[src/rtl/tsm_kn_pipe.sv]
// rtl/tsm_kn_pipe.sv - two-share masked monomial generator with valid/ready pipeline
// Optional TSM_OUT_REG_EN adds a registered output stage (3-cycle latency, 3 in flight).
module tsm_kn_pipe #(
  parameter int K     = 4,
  parameter int M     = 2**K-1,
  parameter int R_W   = K+M,
  parameter int CNT_W = 16
) (
  input  logic             clk,
  input  logic             rst_n,
  input  logic             in_valid,
  output logic             in_ready,
  input  logic [K-1:0]     inp_share0,
  input  logic [K-1:0]     inp_share1,
  input  logic [R_W-1:0]   PRNG,
  output logic             out_valid,
  input  logic             out_ready,
  output logic [M-1:0]     F0,
  output logic [M-1:0]     F1,
  output logic [CNT_W-1:0] out_count
);

  // Bit t-1 is the AND of v[i] over every bit i set in mask t.
  function automatic logic [M-1:0] and_vec(input logic [K-1:0] v);
    logic [M-1:0] r;
    r = '0;
    for (int t = 1; t <= M; t++) r[t-1] = &(v | ~t[K-1:0]);
    return r;
  endfunction

  // XOR over nonempty t within m of A_t & B_(m\t); bx[0] stands for B_0 = 1.
  function automatic logic [M-1:0] cross_terms(input logic [M-1:0] av, input logic [M-1:0] bv);
    logic [M:0]   bx;
    logic [M-1:0] r;
    bx = {bv, 1'b1};
    r  = '0;
    for (int m = 1; m <= M; m++)
      for (int t = 1; t <= M; t++)
        if ((t & ~m) == 0) r[m-1] = r[m-1] ^ (av[t-1] & bx[m & ~t]);
    return r;
  endfunction

  logic             r_s1_valid;
  logic [M-1:0]     r_s1_a;
  logic [K-1:0]     r_s1_b;
  logic [M-1:0]     r_s1_r;
  logic             r_s2_valid;
  logic [M-1:0]     r_f0;
  logic [M-1:0]     r_f1;
  logic [CNT_W-1:0] r_count;

  logic [K-1:0]     w_r_ref;
  logic [M-1:0]     w_r_mono;
  logic [K-1:0]     w_a_ref;
  logic [K-1:0]     w_b_ref;
  logic [M-1:0]     w_b_vec;
  logic [M-1:0]     w_f0_next;
  logic [M-1:0]     w_f1_next;
  logic             w_stall2;
  logic             w_s2_adv;
  logic             w_accept;
  logic             w_xfer;

  assign w_r_ref   = PRNG[R_W-1:M];
  assign w_r_mono  = PRNG[M-1:0];
  assign w_a_ref   = inp_share0 ^ w_r_ref;
  assign w_b_ref   = inp_share1 ^ w_r_ref;
  assign w_b_vec   = and_vec(r_s1_b);
  assign w_f1_next = r_s1_r ^ w_b_vec;
  assign w_f0_next = r_s1_r ^ cross_terms(r_s1_a, w_b_vec);

`ifdef TSM_OUT_REG_EN
  logic         r_s3_valid;
  logic [M-1:0] r_s3_f0;
  logic [M-1:0] r_s3_f1;
  logic         w_s3_adv;

  assign w_s3_adv  = !(r_s3_valid && !out_ready);
  assign w_stall2  = r_s2_valid && !w_s3_adv;
  assign out_valid = r_s3_valid;
  assign F0        = r_s3_f0;
  assign F1        = r_s3_f1;

  always_ff @(posedge clk) begin
    if (!rst_n) begin
      r_s3_valid <= 1'b0;
      r_s3_f0    <= '0;
      r_s3_f1    <= '0;
    end else if (w_s3_adv) begin
      r_s3_valid <= r_s2_valid;
      if (r_s2_valid) begin
        r_s3_f0 <= r_f0;
        r_s3_f1 <= r_f1;
      end
    end
  end
`else
  assign w_stall2  = r_s2_valid && !out_ready;
  assign out_valid = r_s2_valid;
  assign F0        = r_f0;
  assign F1        = r_f1;
`endif

  assign w_s2_adv  = !w_stall2;
  // in_ready depends only on pipeline state and out_ready, never on in_valid.
  assign in_ready  = !(r_s1_valid && w_stall2);
  assign w_accept  = in_valid && in_ready;
  assign w_xfer    = out_valid && out_ready;
  assign out_count = r_count;

  always_ff @(posedge clk) begin
    if (!rst_n) begin
      r_s1_valid <= 1'b0;
      r_s1_a     <= '0;
      r_s1_b     <= '0;
      r_s1_r     <= '0;
      r_s2_valid <= 1'b0;
      r_f0       <= '0;
      r_f1       <= '0;
      r_count    <= '0;
    end else begin
      if (w_accept) begin
        r_s1_valid <= 1'b1;
        r_s1_a     <= and_vec(w_a_ref);
        r_s1_b     <= w_b_ref;
        r_s1_r     <= w_r_mono;
      end else if (w_s2_adv) begin
        r_s1_valid <= 1'b0;
      end
      if (w_s2_adv) begin
        r_s2_valid <= r_s1_valid;
        if (r_s1_valid) begin
          r_f0 <= w_f0_next;
          r_f1 <= w_f1_next;
        end
      end
      if (w_xfer) r_count <= r_count + CNT_W'(1);
    end
  end

endmodule

[config.mk]
export PLATFORM = sky130hd
export DESIGN_NAME = tsm_kn_pipe
export DESIGN_NICKNAME = d
export VERILOG_FILES = /design/src/rtl/tsm_kn_pipe.sv
export SDC_FILE = /design/constraint.sdc
export NUM_CORES = 1
export LEC_CHECK = 0
export BUFFER_PORTS_ARGS = -buffer_cell sky130_fd_sc_hd__buf_2
export CORE_MARGIN = 2
export CORE_UTILIZATION = 55
export CTS_CLUSTER_SIZE = 28
export DETAILED_ROUTE_END_ITERATION = 10
export GPL_TIMING_DRIVEN = 0
export PLACE_DENSITY = 0.88
export SETUP_SLACK_MARGIN = 0.15
export SLEW_MARGIN = 10
export SYNTH_ARGS = -nofsm -noshare
export SYNTH_HDL_FRONTEND = slang
export SYNTH_SLANG_ARGS = --single-unit
[constraint.sdc]
create_clock -name clk -period 5.45 [get_ports clk]
set_clock_uncertainty 0.15 [all_clocks]
set_input_delay 0.545 -clock clk [delete_from_list [all_inputs] [get_ports clk]]
set_output_delay 0.545 -clock clk [all_outputs]
set_load 0.05 [all_outputs]
==> out/results.ini <==
[place]
io_buffer_count = 77
gp_congestion = 0.924
placed_area_um2 = 4640
dp_hpwl_mm = 7.67

[worst_setup_path]
critPathArrivalTime_ns = 2.47
cp_slowest_cell = a311oi_1
crit_required_ns = 5.53
endpoint_kind = flop
worstSetupPathType = flop to flop
path_buf_inv = 1
slowest_delay_ns = 0.45
cp_cell_sequence = clkbuf_1 -> o21ai_0 -> and3_1 -> a311oi_1 -> nand3_1 -> nand2b_1 -> xor2_1 -> o22ai_1
crit_path_max_fanout = 6
start_kind = flop
path_delay_family = compound AO/OA/AOI/OAI gates

[die]
die_area_um2 = 8220
dieWidth_um = 90.6
initial_core_util = 0.569
fp-row-count = 31
io_pins = 79
core_um2 = 7250
dieHeight_um = 90.6

[yosys]
synthMuxAreaShare = 0.0124
yosys_warnings = 0
ys_seq_area_frac = 0.398
synth_edf_count = 0
synth_compound_area_frac = 0.177
synth_common_cells = nand2_1 (118), dfxtp_1 (82), xnor2_1 (49)
synth_area_leaders = dfxtp_1 (40%), nand2_1 (11%), xnor2_1 (10%), o211a_1 (7.8%), xor2_1 (4.5%)
async_flop_share = 0
synthMostInstantiatedCell = nand2_1
synth_nets = 512
yosys.area_share.xor_xnor = 0.169
yosysTopAreaCell = dfxtp_1
synth_cell_type_count = 37
synth_area_um2 = 4130
synth-seq-cells = 82
yosys.area.top_type_share = 0.398
synth_flop_cell = dfxtp_1
netlist_instances = 480
synthSimpleGateAreaFrac = 0.200
synth_top_family_by_area = simple AND/OR/NAND/NOR gates
synthAdderAreaFrac = 0.00303
syn_avg_cell_area_um2 = 8.60

[clock_network]
cts.sinks = 82
clkTransAtPathRegs_ns = 0.08
cts_tree = built
clock_latency_ns = 0.37
clockBufferDepth = 2
cts_setup_buffers = 0
cts_buffers = 9
cts_resized = 0
htree_num_levels = 3
holdBufCountCts = 0
root_buffer = clkbuf_8

[cells_and_area]
nets = 600
design_area_um2 = 4810
nFillCells = 587
antenna_cells = 0
multi_input_area_um2 = 2320
syn_to_final_growth_pct = 16.5
seq_area_um2 = 1640
layout-drive-gt1-share = 0.179

[pwr]
p_int_uw = 933
p_leak_nw = 2.26
combPwrFrac = 0.200
net-switching-power_uw = 419
switching_share = 0.310
pwr_density_cell_nw_per_um2 = 281
ir_worst_vdd_uv = 145
p_seq_frac = 0.486
clockPowerShare = 0.314

[route]
drt-initial-drc-count = 307
drc = 0
first_pass_iters = 6
vias = 3749
viasPerCell = 5.60
wl_mm = 10.6
antenna_left = 0
wire_per_inst_um = 15.8

[timing]
relSlewSlack = 0.610
period_needed_ns = 2.39
rsz0062_at_grt = false
fin_setup_tns_ns = 0
worst_pin_slew_ns = 0.581
min_period_over_period = 0.439
fmax_mhz = 418
hold_violations = 0
slew_violations = 0
setup_violations = 0

[global_route]
first_global_vias = 3424
grt_pass1_wl_mm = 17.0
grt_max_degree = 13
grt_use_total = 0.259
overflow = 0
grt_antenna_before_repair = 0

[status]
status = finished, final reports clean

[run]
cap_violations = 0

[worst_hold_path]
hold_class = input pin to flop

-- power by group through the flow --
stage	registers (mW)	clock network [mW]	logic, mW
after global placement	0.668	0	0.259
after floorplan	0.721	0	0.143
after detailed placement	0.670	0	0.266
final	0.657	0.424	0.270
after CTS	0.656	0.421	0.267
after global routing	0.660	0.449	0.289
-- placed cells by master, fill, tap and decap left out, drive strengths merged, types with 9 or more instances in the layout --
| master | n |
|---|---|
| xnor2 | 50 |
| a21oi | 10 |
| and2 | 19 |
| nand2 | 119 |
| o211a | 32 |
| dfxtp | 82 |
| a21boi | 22 |
| nor2b | 9 |
| o21ai | 18 |
| xor2 | 21 |
| buf | 89 |
| clkbuf | 33 |
-- cell families after synthesis --
group | count (synthesis)
fa+ha+maj | 1
flops | 82
xor+xnor | 74
compound gates | 95
simple gates | 182
mux | 5
buf+inv | 41
-- registers in the layout (all words and copies together) (netlist names) --
signal / count
out_count: 16
r_s1_valid: 1
F0: 15
r_s1_a: 15
F1: 15
out_valid: 1
r_s1_b: 4
r_s1_r: 15
-- through the flow --
step	cells	power (mW)	setup slack, ns	hold slack, ns	util
6_report	670	1.35	3.06	0.272	0.663
5_1_grt	670	1.40	2.91	0.281	0.663
4_1_cts	670	1.34	3.13	0.280	0.663
3_5_place_dp	656	0.935	3.11	0.326	0.639
3_3_place_gp	656	0.927	3.15	0.324	0.639
2_1_floorplan	480	0.863	3.02	0.327	-
-- worst paths after layout --
check / depth (start not counted) / endpoint / slack (ns) / start
worst max register to register: 8 / F0[6]$_SDFFE_PN0P_ / 3.06 / r_s1_a[5]$_SDFFE_PN0P_
worst min-delay path: 3 / r_s1_r[2]$_SDFFE_PN0P_ / 0.27 / PRNG[2]
worst max-delay path: 8 / F0[6]$_SDFFE_PN0P_ / 3.06 / r_s1_a[5]$_SDFFE_PN0P_
worst min register to register: 1 / F0[5]$_SDFFE_PN0P_ / 0.35 / F0[5]$_SDFFE_PN0P_
-- worst min-delay path: stages --
cell and delay (ns):
buf_2 0.10, nand2_1 0.04, a21boi_0 0.06
-- routing by layer --
metal	track usage	vias to the layer above	part of all wire
met3	0.0584	37	0.081
met1	0.336	1757	0.42
met4	0.0962	0	0.031
met2	0.423	181	0.47
met5	0	-	0
li1	-	1774	-
-- final cells by class --
cell class / count / share of cell area
plain buffers: 34 / 0.0302
inverters: 7 / 0.00546
flip-flops and latches: 82 / 0.341
multi-input cells: 357 / 0.481
clock buffers: 11 / 0.0273
well taps: 99 / 0.0257
repair buffers: 77 / 0.0801
clock inverters: 3 / 0.00884
No activity file was read; power rests on OpenSTA's default activity.
